## src/rtl/cpu_pkg.sv

```systemverilog
// ---------------------------------------------------------------------------
// cpu_pkg
// Shared definitions for the CPU front end.
//   XLEN            : machine word / address width (16)
//   opcode_t        : 4-bit opcode carried in instr[15:12]
//   ST_* / fetch_state_t : fetch FSM encodings
//   fetch_entry_t   : instruction buffer entry {instr, pc}
//   instr_opcode()  : extracts the opcode field of an instruction
//   pc_next()       : sequential halfword fetch address (wraps mod 2^16)
// ---------------------------------------------------------------------------
package cpu_pkg;

    localparam int XLEN = 16;

    typedef enum logic [3:0] {
        OP_ADD  = 4'h0,
        OP_SUB  = 4'h1,
        OP_AND  = 4'h2,
        OP_OR   = 4'h3,
        OP_XOR  = 4'h4,
        OP_SHL  = 4'h5,
        OP_SHR  = 4'h6,
        OP_LDI  = 4'h7,
        OP_LD   = 4'h8,
        OP_ST   = 4'h9,
        OP_BEQ  = 4'hA,
        OP_BNE  = 4'hB,
        OP_JMP  = 4'hC,
        OP_JAL  = 4'hD,
        OP_SYS  = 4'hE,
        OP_NOP  = 4'hF
    } opcode_t;

    // Raw encodings kept for older code that compares against plain constants.
    localparam logic [1:0] ST_IDLE  = 2'd0;
    localparam logic [1:0] ST_RUN   = 2'd1;
    localparam logic [1:0] ST_FLUSH = 2'd2;

    typedef enum logic [1:0] {
        FS_IDLE  = ST_IDLE,
        FS_RUN   = ST_RUN,
        FS_FLUSH = ST_FLUSH
    } fetch_state_t;

    typedef struct packed {
        logic [XLEN-1:0] instr;
        logic [XLEN-1:0] pc;
    } fetch_entry_t;

    function automatic opcode_t instr_opcode(input logic [XLEN-1:0] instr);
        return opcode_t'(instr[15:12]);
    endfunction

    function automatic logic [XLEN-1:0] pc_next(input logic [XLEN-1:0] pc);
        return pc + 16'd2;
    endfunction

endpackage

```

## src/rtl/fetch_fifo.sv

```systemverilog
// ---------------------------------------------------------------------------
// fetch_fifo
// Two-entry instruction buffer between instruction memory and the decoder.
// Ports:
//   clk, rst      : clock, synchronous active-high reset (clears contents)
//   push, push_entry : write one entry at the tail
//   pop           : remove the head entry
//   flush         : empty the buffer at the clock edge (wins over push/pop)
//   head          : current head entry (registered storage)
//   full, empty, count : occupancy status
// Push and pop in the same cycle are legal at any occupancy. A push into a
// full buffer without a simultaneous pop is dropped so storage is never
// corrupted; the fetch credit logic upstream keeps that from happening.
// ---------------------------------------------------------------------------
module fetch_fifo
    import cpu_pkg::*;
#(
    parameter int DEPTH = 2
) (
    input  logic         clk,
    input  logic         rst,
    input  logic         push,
    input  fetch_entry_t push_entry,
    input  logic         pop,
    input  logic         flush,
    output fetch_entry_t head,
    output logic         full,
    output logic         empty,
    output logic [1:0]   count
);

    fetch_entry_t mem_q [2];
    fetch_entry_t mem_d [2];
    logic         wr_ptr_q, wr_ptr_d;
    logic         rd_ptr_q, rd_ptr_d;
    logic [1:0]   count_q,  count_d;
    logic         do_push_s;
    logic         do_pop_s;

    // Next-state computation for storage, pointers and occupancy.
    always_comb begin
        mem_d     = mem_q;
        wr_ptr_d  = wr_ptr_q;
        rd_ptr_d  = rd_ptr_q;
        count_d   = count_q;
        do_pop_s  = pop && (count_q != 2'd0);
        do_push_s = push && ((count_q != 2'(DEPTH)) || do_pop_s);
        if (flush) begin
            wr_ptr_d = 1'b0;
            rd_ptr_d = 1'b0;
            count_d  = 2'd0;
        end else begin
            if (do_push_s) begin
                mem_d[wr_ptr_q] = push_entry;
                wr_ptr_d        = ~wr_ptr_q;
            end else begin
                wr_ptr_d = wr_ptr_q;
            end
            if (do_pop_s) begin
                rd_ptr_d = ~rd_ptr_q;
            end else begin
                rd_ptr_d = rd_ptr_q;
            end
            count_d = count_q + {1'b0, do_push_s} - {1'b0, do_pop_s};
        end
    end

    // Buffer state registers.
    always_ff @(posedge clk) begin
        if (rst) begin
            mem_q[0] <= '{instr: 16'h0000, pc: 16'h0000};
            mem_q[1] <= '{instr: 16'h0000, pc: 16'h0000};
            wr_ptr_q <= 1'b0;
            rd_ptr_q <= 1'b0;
            count_q  <= 2'd0;
        end else begin
            mem_q    <= mem_d;
            wr_ptr_q <= wr_ptr_d;
            rd_ptr_q <= rd_ptr_d;
            count_q  <= count_d;
        end
    end

    assign head  = mem_q[rd_ptr_q];
    assign count = count_q;
    assign full  = (count_q == 2'(DEPTH));
    assign empty = (count_q == 2'd0);

endmodule

```

## src/rtl/instruction_fetch.sv

```systemverilog
// ---------------------------------------------------------------------------
// instruction_fetch
// Sequential 16-bit instruction fetch unit with a two-entry buffer and
// redirect (branch/jump) flush.
// Parameters:
//   RESET_PC   : first fetch address after reset
//   FIFO_DEPTH : instruction buffer depth (only 2 is supported)
// Ports:
//   clk, rst            : clock, synchronous active-high reset
//   imem_req, imem_addr : memory read request / halfword address this cycle
//   imem_rdata          : read data, valid the cycle after imem_req
//   redirect, redirect_pc : taken branch/jump and its target
//   instr_o, pc_o, instr_valid, instr_ready : valid/ready decoder interface
// Optional feature (macro IFETCH_PERF_CNT_EN):
//   fetched_cnt : handshakes with the decoder, wraps
//   flushed_cnt : discarded responses and buffer entries, wraps
// ---------------------------------------------------------------------------
module instruction_fetch
    import cpu_pkg::*;
#(
    parameter logic [XLEN-1:0] RESET_PC   = 16'h0000,
    parameter int              FIFO_DEPTH = 2
) (
    input  logic            clk,
    input  logic            rst,
    output logic            imem_req,
    output logic [XLEN-1:0] imem_addr,
    input  logic [XLEN-1:0] imem_rdata,
    input  logic            redirect,
    input  logic [XLEN-1:0] redirect_pc,
    output logic [XLEN-1:0] instr_o,
    output logic [XLEN-1:0] pc_o,
    output logic            instr_valid,
    input  logic            instr_ready
`ifdef IFETCH_PERF_CNT_EN
    ,
    output logic [15:0]     fetched_cnt,
    output logic [15:0]     flushed_cnt
`endif
);

    fetch_state_t    state_q, state_d;
    logic [XLEN-1:0] fetch_pc_q, fetch_pc_d;
    // outstanding_q: a live response arrives this cycle and will be buffered.
    logic            outstanding_q, outstanding_d;
    logic [XLEN-1:0] out_pc_q, out_pc_d;

    logic            valid_s;
    logic            hs_s;
    logic [2:0]      credit_s;
    logic            req_s;
    logic            push_s;
    logic            pop_s;

    fetch_entry_t    push_entry_s;
    fetch_entry_t    fifo_head_s;
    logic            fifo_full_s;
    logic            fifo_empty_s;
    logic [1:0]      fifo_count_s;

    // Handshake, fetch credit and buffer control for the current cycle.
    always_comb begin
        valid_s  = !rst && !fifo_empty_s;
        hs_s     = valid_s && instr_ready;
        // Slots already committed: buffered entries plus the response on
        // its way, minus the entry the decoder takes this cycle.
        credit_s = {1'b0, fifo_count_s} + {2'b00, outstanding_q} - {2'b00, hs_s};
        if (!rst && (state_q == FS_RUN) && (credit_s < 3'd2)) begin
            req_s = 1'b1;
        end else begin
            req_s = 1'b0;
        end
        // A response landing in a redirect cycle belongs to the old stream.
        push_s       = outstanding_q && !redirect && !rst && (!fifo_full_s || hs_s);
        pop_s        = hs_s;
        push_entry_s = '{instr: imem_rdata, pc: out_pc_q};
    end

    // Fetch FSM next state.
    always_comb begin
        state_d = state_q;
        case (state_q)
            FS_IDLE:  state_d = FS_RUN;
            FS_RUN: begin
                // Only a request issued in the redirect cycle needs a dead
                // cycle to let its response drain.
                if (redirect && req_s) begin
                    state_d = FS_FLUSH;
                end else begin
                    state_d = FS_RUN;
                end
            end
            FS_FLUSH: state_d = FS_RUN;
            default:  state_d = FS_IDLE;
        endcase
    end

    // Fetch PC and in-flight request tracking.
    always_comb begin
        if (redirect) begin
            fetch_pc_d = {redirect_pc[XLEN-1:1], 1'b0};
        end else if (req_s) begin
            fetch_pc_d = pc_next(fetch_pc_q);
        end else begin
            fetch_pc_d = fetch_pc_q;
        end
        outstanding_d = req_s && !redirect;
        if (req_s) begin
            out_pc_d = fetch_pc_q;
        end else begin
            out_pc_d = out_pc_q;
        end
    end

    // Control state registers.
    always_ff @(posedge clk) begin
        if (rst) begin
            state_q       <= FS_IDLE;
            fetch_pc_q    <= RESET_PC;
            outstanding_q <= 1'b0;
            out_pc_q      <= 16'h0000;
        end else begin
            state_q       <= state_d;
            fetch_pc_q    <= fetch_pc_d;
            outstanding_q <= outstanding_d;
            out_pc_q      <= out_pc_d;
        end
    end

    fetch_fifo #(
        .DEPTH      (FIFO_DEPTH)
    ) u_fifo (
        .clk        (clk),
        .rst        (rst),
        .push       (push_s),
        .push_entry (push_entry_s),
        .pop        (pop_s),
        .flush      (redirect),
        .head       (fifo_head_s),
        .full       (fifo_full_s),
        .empty      (fifo_empty_s),
        .count      (fifo_count_s)
    );

    assign imem_req    = req_s;
    assign imem_addr   = fetch_pc_q;
    assign instr_valid = valid_s;
    assign instr_o     = rst ? 16'h0000 : fifo_head_s.instr;
    assign pc_o        = rst ? 16'h0000 : fifo_head_s.pc;

`ifdef IFETCH_PERF_CNT_EN
    // stale_q: a response from a request issued in a redirect cycle arrives now.
    logic        stale_q, stale_d;
    logic [15:0] fetched_q, fetched_d;
    logic [15:0] flushed_q, flushed_d;
    logic [2:0]  drop_s;

    // Performance counter next values.
    always_comb begin
        stale_d   = req_s && redirect;
        fetched_d = fetched_q + {15'd0, hs_s};
        if (redirect) begin
            // Entries not taken by the decoder, the response landing now and
            // any stale response from an earlier redirect are all lost.
            drop_s = {1'b0, fifo_count_s} - {2'b00, hs_s}
                   + {2'b00, outstanding_q} + {2'b00, stale_q};
        end else begin
            drop_s = {2'b00, stale_q};
        end
        flushed_d = flushed_q + {13'd0, drop_s};
    end

    // Performance counter registers.
    always_ff @(posedge clk) begin
        if (rst) begin
            stale_q   <= 1'b0;
            fetched_q <= 16'h0000;
            flushed_q <= 16'h0000;
        end else begin
            stale_q   <= stale_d;
            fetched_q <= fetched_d;
            flushed_q <= flushed_d;
        end
    end

    assign fetched_cnt = fetched_q;
    assign flushed_cnt = flushed_q;
`endif

endmodule

```

## config.mk

```make
export PLATFORM = sky130hd
export DESIGN_NAME = instruction_fetch
export DESIGN_NICKNAME = d
export VERILOG_FILES = /design/src/rtl/cpu_pkg.sv /design/src/rtl/fetch_fifo.sv /design/src/rtl/instruction_fetch.sv
export SDC_FILE = /design/constraint.sdc
export NUM_CORES = 1
export LEC_CHECK = 0
export ABC_AREA = 1
export BUFFER_PORTS_ARGS = -buffer_cell sky130_fd_sc_hd__buf_2
export CAP_MARGIN = 20
export CORE_UTILIZATION = 50
export DETAILED_ROUTE_END_ITERATION = 6
export GPL_TIMING_DRIVEN = 1
export PLACE_DENSITY = 0.73
export SLEW_MARGIN = 20
export SYNTH_ARGS = -nofsm -noshare
export SYNTH_HDL_FRONTEND = slang
export SYNTH_SLANG_ARGS = --single-unit
```

## constraint.sdc

```tcl
create_clock -name clk -period 3.8 [get_ports clk]
set_clock_uncertainty 0.2 [all_clocks]
set_input_delay 0.38 -clock clk [delete_from_list [all_inputs] [get_ports clk]]
set_output_delay 0.38 -clock clk [all_outputs]
set_load 0.03 [all_outputs]
```

**Yosys cells after proc, flatten, opt, wreduce, memory -nomap -nowiden**

Cells that the tools add are included.

- Register bits: 103
- Output and inout bits: 50
- Word-level logic and storage cells: 68

- Add/sub/neg operators: 5
- Magnitude comparators: 4
- Equality and inequality tests: 4
- Multiplexer cells: 13
- Bitwise operators: 5
- Reduce and logical (&&, ||, !) cells: 25

Operators with widths:

| kind | count |
|---|---|
| 32-bit two-way mux | 4 |
| 64-bit bitwise mux | 1 |
| 16-bit two-way mux | 4 |
| 32-bit demux with 1-bit select | 1 |
| 16-bit by 2-bit adder with 16-bit output, second input constant | 1 |
| 1-bit logical AND | 12 |
| 2-bit == test, second input constant | 2 |
| 2-bit >= comparator, second input constant | 2 |
| 1-bit logical NOT | 4 |
| 2-bit logical NOT | 2 |
| 1-bit inverter with 2-bit output | 2 |
| 2-bit case mux with 2 select lines | 1 |
| 2-bit nonzero test | 2 |
| 2-bit OR reduction | 2 |
| 2-bit by 1-bit adder with 3-bit output | 1 |
| 3-bit by 2-bit less-than comparator with 1-bit output, second input constant | 1 |
| 1-bit inverter | 3 |
| 3-bit by 1-bit subtractor with 3-bit output | 1 |
| 2-bit by 1-bit adder with 2-bit output | 1 |
| 2-bit by 1-bit == test with 1-bit output, second input constant | 1 |
| 1-bit logical OR | 2 |
| 2-bit by 1-bit less-than comparator with 1-bit output, second input constant | 1 |
| 2-bit two-way mux | 1 |
| 2-bit inequality test, second input constant | 1 |
| 3 further kinds | 3 |

**Depth between registers and ports, before layout**

Gate-level depths: netlist (run 1).

- Depth after elaboration: 11
- Depth in mapped cells: 15
- Gate-level depth less buffers: 15

**By module**

Synthesis (run 1) repeated with hierarchy kept, for this count alone.

- Cell total of the unflattened synthesis: 949
- Area, all modules: 5749.3 sq um

Modules (own cells, without submodules):

| module | times used | cells each | area each (sq um) | seq. area each (sq um) |
|---|---|---|---|---|
| fetch_fifo | 1 | 618 | 3732.3 | 1361.3 |
| instruction_fetch | 1 | 331 | 2016.9 | 660.6 |

**Least setup slack after synthesis (run 1)**

Ideal clock, no wire load.

- Path type: reg-to-output
- Start: register u_fifo.count_q[1] (netlist: u_fifo.count[1])
- End: output port imem_req
- Arrival: 2.963 ns
- Required time: 3.220 ns
- Slack: 0.257 ns
- Cell stages (with the launch flop): 14
- Cell sequence: dfxtp_1 -> inv_2 -> a21oi_1 -> nand2_1 -> inv_1 -> ha_1 -> or2_2 -> fa_1 -> nand2_1 -> a21oi_1 -> nand2_2 -> inv_2 -> buf_4 -> buf_6

- Longest elaborated chain between the ends: 8
- Elaborated cells on any way between the ends: 9
- Those cells by class: add/sub: 2; order compare: 1; mux: 1; reduce/logical: 5

Ends and longest elaborated chain:

| element | line | source |
|---|---|---|
| from (decl) | fetch_fifo.sv:36 | `logic [1:0] count_q, count_d;` |
| from (signal assigned) | fetch_fifo.sv:80 | `count_q <= count_d;` |
| 2-bit logical NOT | fetch_fifo.sv:87 | `assign empty = (count_q == 2'd0);` |
| 1-bit logical NOT | instruction_fetch.sv:63 | `valid_s = !rst && !fifo_empty_s;` |
| 1-bit logical AND | instruction_fetch.sv:63 |  |
| net instr_valid | instruction_fetch.sv:33 | `output logic instr_valid,` |
| 1-bit logical AND | instruction_fetch.sv:64 | `hs_s = valid_s && instr_ready;` |
| 3-bit by 1-bit subtractor with 3-bit output | instruction_fetch.sv:67 | `credit_s = {1'b0, fifo_count_s} + {2'b00, outstanding_q} - {2'b00, hs_s};` |
| 3-bit by 2-bit less-than comparator with 1-bit output | instruction_fetch.sv:68 | `if (!rst && (state_q == FS_RUN) && (credit_s < 3'd2)) begin` |
| 1-bit logical AND | instruction_fetch.sv:68 |  |
| 1-bit two-way mux | instruction_fetch.sv:68 |  |
| to (decl) | instruction_fetch.sv:26 | `output logic imem_req,` |

The timed path passes the listed nets, and every way through them passes these cells.

**Worst setup path in the final report (run 1)**

- Start: register u_fifo.count_q[1] (netlist: u_fifo.count[1])
- End: output port imem_req

- Longest elaborated chain between the ends: 8
- Elaborated cells on any way between the ends: 9
- Those cells by class: add/sub: 2; order compare: 1; mux: 1; reduce/logical: 5

Ends and longest elaborated chain:

| element | line |
|---|---|
| 2-bit logical NOT | fetch_fifo.sv:87 |
| 1-bit logical NOT | instruction_fetch.sv:63 |
| 1-bit logical AND | instruction_fetch.sv:63 |
| 1-bit logical AND | instruction_fetch.sv:64 |
| 3-bit by 1-bit subtractor with 3-bit output (*) | instruction_fetch.sv:67 |
| 3-bit by 2-bit less-than comparator with 1-bit output (*) | instruction_fetch.sv:68 |
| 1-bit logical AND (*) | instruction_fetch.sv:68 |
| 1-bit two-way mux (*) | instruction_fetch.sv:68 |

Mark *: on every way between the ends. The rest lies on a longest branch, timed or not.

==> summary.txt, run 1 <==
Outcome
  • Outcome: finished clean

Die
  • Initial Util: 0.525
  • Core Rows: 34
  • Chip Height: 98.6 um
  • Core footprint: 0.00889 sq mm
  • Die area: 0.00973 sq mm
  • I/O pin cnt: 86
  • Die Wd: 98.6 um

Clocking
  • Clock latency on the worst-skew pair: 0.35 ns
  • Hold_buf cts: 0
  • CTS tree: done
  • Max Root-Sink Buffers: 2
  • H-tree depth: 3
  • CTS root buf: clkbuf_8
  • Post-CTS setup buffer count: 0
  • Num CTS Buffers: 9
  • Sink Count: 99
  • CTS clk-pin slew, worst paths: 0.09 ns

Run
  • Max-cap viol count: 0

Timing
  • RSZ-0062 raised after global routing: no
  • Slew margin rel.: 0.307
  • Slew Limit Fails: 0
  • Worst Max-Slew Pin Slew: 1.03 ns
  • Period utilization: 0.951
  • # setup viols final: 0
  • Achievable frequency: 277 MHz
  • Post-route setup slack: 0.187 ns
  • Setup TNS: 0 ns
  • Min Tclk post-route: 3.61 ns
  • Final Hold Fails: 0

Placement
  • Hpwl dp: 7270 um
  • Area post-placement: 0.00501 sq mm
  • DP Worst Slack: 0.507 ns
  • Routability cong.: 0.917
  • Port bufs: 82
  • Placed cell count: 821

Cells and area
  • Final Cell Area: 0.00528 sq mm
  • Ratio of cells with drive above 1 in the final layout: 0.180
  • Synthesis-to-finish area growth: 13.1%
  • # fillers: 840
  • Total Nets Final: 765
  • Final Non-Filler Cells: 837
  • Post-layout util: 0.594
  • ANT cells: 0

Power and ir drop
  • Pwr dens: 411 mW/mm^2
  • Leak: 2.28 nW
  • Worst vdd ir: 0.000234 V

Hold path
  • Worst hold path type: in2reg

Synth
  • Synth Area in Simple Gates: 0.300
  • Largest family of logic cells by synthesized area: simple AND/OR/NAND/NOR gates
  • Post-synthesis mux area share: 0
  • Top post-synthesis cells by area: dfxtp_1 42%, nand2_1 14%, a21oi_1 8.7%
  • Netlist cell types: 31
  • YS warnings: 0
  • Synth Area in XOR/XNOR: 0.00375
  • Yosys top cell area share: 0.424
  • Biggest area consumer among synthesized cells: dfxtp_1
  • Synth Area in Compound Gates: 0.171
  • Post-Synthesis Cells: 668
  • Syn_area_per_cell: 6.99 sq um
  • Flops & latches, synth: 99
  • Cell area after synthesis: 0.00467 sq mm
  • Adder-cell share of the synthesized area: 0.0150
  • Seq/Total Area, Yosys: 0.424

Critical path
  • Crit-path max cell delay: 0.49 ns
  • Crit-path cells: inv_2 > a21oi_1 > nand2_1 > inv_1 > ha_1 > or2_2 > fa_1 > nand2_1 > a21oi_1 > nand2_2 > clkinv_2 > buf_2
  • Crit path DAT: 3.03 ns
  • Startpoint Class: register
  • Critical Path Slowest Stage Cell: fa_1
  • Worst setup EP type: output port
  • Worst-path maximum fanout: 18
  • CP required: 3.22 ns
  • Crit path kind: reg2out

Drt
  • Drt pass-1 iters: 5
  • Post-route DRC: 0
  • Via/cell ratio: 5.33
  • Detailed Route WL: 11,500 um
  • Post-DRT Antenna Nets: 0
  • 1st-iter DRT viols: 311
  • Avg WL per Cell: 13.7 um
  • DR vias: 4,465

GRT
  • Global-route wire length before repair: 18,700 um
  • Initial antenna violation count: 0
  • Total grt overflow: 0
  • Largest net degree at the start of global routing: 81
  • GRT Total Usage: 0.236
  • Vias in the first global route: 4,104
==> timing repair <==
item	4_1_cts	5_1_grt
hold endpoints to repair	0	0
gates resized for setup	0	1
setup endpoints to repair	0	1
==> placed cells by master, fill, tap and decap left out, types with 2 or more instances in the layout <==
cell,synthesis,final
a21oi_1,81,81
a21oi_2,9,9
buf_2,8,82
buf_4,4,6
bufinv_16,0,4
clkbuf_8,0,11
clkinv_2,1,2
conb_1,1,2
dfxtp_1,99,99
ha_1,4,4
inv_1,30,29
inv_2,6,5
nand2_1,171,171
nand2_2,2,2
nand3_1,53,53
nand4_1,4,4
nor2_1,94,94
o21ai_0,52,52
o21ai_1,4,4
or2_2,2,2
xnor2_1,2,2
==> worst max-delay path, delay by kind of cell (launching register included) <==
kind | cells | cell delay, ns
fa+ha+maj | 2 | 0.70
compound gates | 2 | 0.35
simple gates | 4 | 0.55
buf+inv | 4 | 0.60
flops | 1 | 0.48
==> path summary, 6_finish.rpt <==
path	from	endpoint	slack [ns]	depth (start not counted)
max	u_fifo.count[1]$_SDFF_PP0_	imem_req	0.19	12
min	imem_rdata[14]	u_fifo.mem_q[30]$_SDFFE_PP0P_	0.07	3
max reg2reg	u_fifo.count[1]$_SDFF_PP0_	out_pc_q[9]$_SDFFE_PP0N_	0.61	14
min reg2reg	state_q[1]$_SDFF_PP0_	state_q[0]$_SDFF_PP0_	0.26	1
==> Yosys cell counts (all sizes together) <==
cell	n
xnor2	2
fa	1
a211oi	1
buf	22
a21oi	90
o21ai	56
nand4	4
o211ai	1
clkinv	1
nand3	55
or2	2
conb	1
inv	36
ha	4
dfxtp	99
nor2	96
nand2	175
clkbuf	22
==> logic make-up after synthesis <==
family,count (synthesis)
adder cells (fa/ha/maj),5
buffers and inverters,81
flip-flops,99
AO/OA/AOI/OAI,148
other,1
XOR/XNOR,2
AND/OR/NAND/NOR,332
==> metal layers <==
layer | share of wire | wire [um] | up-vias | track usage
met1 | 0.45 | 5210 | 2052 | 0.304
met3 | 0.049 | 566 | 5 | 0.0298
met4 | 0.0078 | 89 | 0 | 0.0689
met5 | 0 | 0 | - | 0
li1 | - | - | 2267 | -
met2 | 0.49 | 5610 | 141 | 0.416
==> through the flow <==
step	hold slack, ns	total power, mW
5_1_grt	0.0666	2.24
3_3_place_gp	0.236	1.29
6_report	0.0736	2.17
3_5_place_dp	0.246	1.30
4_1_cts	0.0531	2.18
2_1_floorplan	0.223	1.24
==> area by class of cell <==
type	instances	area (sq um)	share of cell area
Multi-Input combinational cell	489	2290	0.434
Sequential cell	99	1980	0.375
Timing Repair Buffer	88	455	0.0862
Clock buffer	12	155	0.0294
Inverter	37	141	0.0268
Tap cell	108	135	0.0256
Clock inverter	4	120	0.0227
==> sequential cells by signal, summed over array words and instances (netlist names) <==
| name | flops |
|---|---|
| u_fifo.mem_q | 62 |
| u_fifo.count | 2 |
| out_pc_q | 15 |
| state_q | 2 |
| outstanding_q | 1 |
| u_fifo.wr_ptr_q | 1 |
| imem_addr | 15 |
| u_fifo.rd_ptr_q | 1 |
==> power breakdown <==
| group | internal (mW) | switching [mW] | total [mW] |
|---|---|---|---|
| registers | 1.06 | 0.0278 | 1.09 |
| clock network | 0.541 | 0.356 | 0.896 |
| logic | 0.0563 | 0.125 | 0.181 |
Power figures use the tool's default switching activity.
==> inputs of run 2 (changes only) <==
Settings changed: ABC_AREA 1 to unset, GPL_ROUTABILITY_DRIVEN set to 0.
==> run 2 against run 1 <==
Hold slack worse by 0.031 ns; total power down 8.6%; critical path type unchanged; non-clock buffer count down 1; via count down 21%; sequential share of layout area up 1.6 points; combinational power down 15%.
==> summary.txt, run 2 <==
Drt
  • 1st-iter DRT viols: 138 (-56%)
  • Detailed Route WL: 9090 um (-21%)
  • Avg WL per Cell: 13.9 um (+1.7%)
  • Drt pass-1 iters: 5 (unchanged)
  • DR vias: 3,510 (-21%)
  • Post-DRT Antenna Nets: 0 (unchanged)
  • Via/cell ratio: 5.38 (+0.92%)
  • Post-route DRC: 0 (unchanged)

Synth
  • Synth Area in Compound Gates: 0.0570 (-0.114)
  • Flops & latches, synth: 99 (unchanged)
  • EDFF count, synth: 0 (unchanged)
  • Yosys top cell area share: 0.451 (+0.0267)
  • Netlist cell types: 45 (+45%)
  • Cell area after synthesis: 0.00439 sq mm (-5.9%)
  • Adder-cell share of the synthesized area: 0.0159 (+0.000945)
  • Post-Synthesis Cells: 477 (-29%)
  • Synth Area in Simple Gates: 0.192 (-0.108)
  • Top post-synthesis cells by area: dfxtp_1 45%, mux2i_1 21%, nor2_1 9.6%
  • Post-synthesis mux area share: 0.214 (+0.214)
  • Biggest area consumer among synthesized cells: dfxtp_1
  • Cell with the most instances after synthesis: nor2_1
  • Top cells by count, synth: 112 x nor2_1, 99 x dfxtp_1, 94 x mux2i_1
  • Most used DFF post-synth: dfxtp_1
  • YS warnings: 0 (unchanged)
  • Largest family of logic cells by synthesized area: multiplexers
  • Asr flop ratio synth: 0 (unchanged)
  • Seq/Total Area, Yosys: 0.451 (+0.0267)
  • Synth Area in XOR/XNOR: 0.0256 (+0.0219)
  • Syn_area_per_cell: 9.21 sq um (+32%)

Timing
  • Slew margin rel.: 0.282 (-0.0255)
  • Min Tclk post-route: 3.45 ns (-0.163 ns)
  • Period utilization: 0.908 (-0.0429)
  • Post-route setup slack: 0.350 ns (+0.163 ns)
  • Achievable frequency: 290 MHz (+4.7%)
  • # setup viols final: 0 (unchanged)
  • Setup TNS: 0 ns (unchanged)
  • Slew Limit Fails: 0 (unchanged)
  • RSZ-0062 raised after global routing: no
  • Final Hold Fails: 0 (unchanged)
  • Worst Max-Slew Pin Slew: 1.08 ns (+0.0447 ns)

Critical path
  • CP required: 3.22 ns (about the same)
  • Crit path DAT: 2.87 ns (-0.16 ns)
  • Crit-path max cell delay: 0.51 ns (+0.02 ns)
  • Critical Path Slowest Stage Cell: dfxtp_1
  • Crit-path cells: nor2_1 > nor3b_1 > ha_1 > nand2b_1 > fa_1 > xnor2_2 > nand2_4 > clkinv_1 > buf_2
  • Startpoint Class: register
  • Worst-path maximum fanout: 23 (+5)
  • Worst setup EP type: output port
  • Crit path kind: reg2out

Cells and area
  • Commonest non-fill, non-tap cell in the layout: nor2_1
  • Total Nets Final: 583 (-24%)
  • Final Non-Filler Cells: 652 (-22%)
  • Most frequent cells in the layout: 112 x nor2_1, 98 x dfxtp_1, 94 x mux2i_1, 81 x buf_2, 36 x nand2_1
  • Ratio of cells with drive above 1 in the final layout: 0.197 (+0.0177)
  • # fillers: 762 (-9.3%)
  • Biggest register: u_fifo.mem_q
  • Max reg flops: 62 (unchanged)
  • ANT cells: 0 (unchanged)
  • Synthesis-to-finish area growth: 15.3%

Clocking
  • Clock latency on the worst-skew pair: 0.36 ns (about the same)
  • H-tree depth: 3 (unchanged)
  • CTS root buf: clkbuf_8
  • CTS clk-pin slew, worst paths: 0.10 ns (about the same)
  • Sink Count: 99 (unchanged)
  • Num CTS Buffers: 9 (unchanged)
  • Max Root-Sink Buffers: 2 (unchanged)
  • CTS tree: done
  • Hold_buf cts: 0 (unchanged)
  • Resized cells post-CTS: 0 (unchanged)
  • Post-CTS setup buffer count: 0 (unchanged)

GRT
  • Initial antenna violation count: 0 (unchanged)
  • Vias in the first global route: 3,238 (-21%)
  • GRT Total Usage: 0.207 (-0.0297)
  • Total grt overflow: 0 (unchanged)
  • Largest net degree at the start of global routing: 82 (+1.2%)
  • Global-route wire length before repair: 14,600 um (-22%)

Die
  • Initial Util: 0.527 (+0.00151)
  • I/O pin cnt: 86 (unchanged)
  • Core footprint: 0.00834 sq mm (-6.2%)
  • Chip Height: 95.7 um (-2.9%)
  • Die area: 0.00917 sq mm (-5.8%)
  • Core Rows: 33 (-2.9%)
  • Die Wd: 95.7 um (-2.9%)

Power and ir drop
  • Leak: 2.16 nW (-5.4%)
  • Design Power: 1.98 mW (-8.6%)
  • Worst vdd ir: 0.000211 V (-9.9%)
  • Pwr dens: 391 mW/mm^2 (-4.7%)

Placement
  • Hpwl dp: 6130 um (-16%)
  • Port bufs: 82 (unchanged)
  • DP Worst Slack: 0.513 ns (+0.00618 ns)
  • Placed cell count: 636 (-23%)

Outcome
  • Outcome: finished clean

Hold path
  • Worst hold path type: in2reg

Run
  • Max-cap viol count: 0 (unchanged)
[run 2: cell count changes after synthesis, sizes merged, moves of 6 or more]
| cell | before | now |
|---|---|---|
| nand3 | 55 | 5 |
| a311oi | 0 | 6 |
| nor2 | 96 | 112 |
| nand2 | 175 | 37 |
| a211oi | 1 | 7 |
| mux2i | 0 | 94 |
| inv | 36 | 4 |
| a21oi | 90 | 15 |
| o21ai | 56 | 5 |
[run 2: kinds of logic (layout without fill, tap and decap cells)]
group                      count (synthesis)  in the layout
AOI/OAI and AO/OA                         38             38
buffers and inverters                     40            109
and+or+nand+nor                          188            188
adders and majority gates                  5              5
xor gates and xnor gates                  12             12
DFF                                       99             99
muxes                                     94             94
other                                      1              2
[run 2: stage by stage]
stage | hold slack [ns] | cell area, sq um | utilization
finish | 0.0426 | 5060 | 0.607
global route | 0.0486 | 5060 | 0.607
CTS | 0.0347 | 5060 | 0.607
detailed placement | 0.253 | 4840 | 0.580
global placement | 0.244 | 4840 | 0.580
floorplan | 0.227 | 4400 | -
[run 2: power breakdown]
| part | leakage (nW) | internal [mW] | total (mW) | switching (mW) |
|---|---|---|---|---|
| clock | 0.106 | 0.391 | 0.745 | 0.354 |
| sequential | 0.803 | 1.06 | 1.08 | 0.0270 |
| combinational | 1.25 | 0.0522 | 0.153 | 0.100 |
[run 2: metal layers]
layer | track usage | wire length (um)
met5 | 0 | 0
met4 | 0.0609 | 91
met3 | 0.0513 | 470
met2 | 0.363 | 4350
met1 | 0.249 | 4180
[run 2: layout make-up]
class | count | area [sq um] | share of cell area
clock buffer | 11 | 141 | 0.0279
clock inverter | 5 | 83.8 | 0.0166
inverter | 6 | 22.5 | 0.00445
multi-input combinational | 339 | 2240 | 0.442
sequential | 99 | 1980 | 0.392
tap | 105 | 131 | 0.0259
timing repair buffer | 87 | 463 | 0.0914
[run 2: worst max-delay path, delay by kind of cell, from the launching register on]
family                     cells  cell delay [ns]
xor gates and xnor gates       1             0.33
buffers and inverters          2             0.30
and+or+nand+nor                4             0.71
adders and majority gates      2             0.68
DFF                            1             0.51
[run 2: final timing paths]
| kind | cells past startpoint | slack (ns) | end | from |
|---|---|---|---|---|
| setup / recovery | 9 | 0.35 | imem_req | u_fifo.count[1]$_SDFF_PP0_ |
| hold / removal | 3 | 0.04 | imem_addr[11]$_SDFFE_PP0P_ | redirect_pc[11] |
| setup reg to reg | 9 | 0.51 | imem_addr[8]$_SDFFE_PP0P_ | u_fifo.count[1]$_SDFF_PP0_ |
| hold reg to reg | 1 | 0.28 | state_q[0]$_SDFF_PP0_ | state_q[1]$_SDFF_PP0_ |
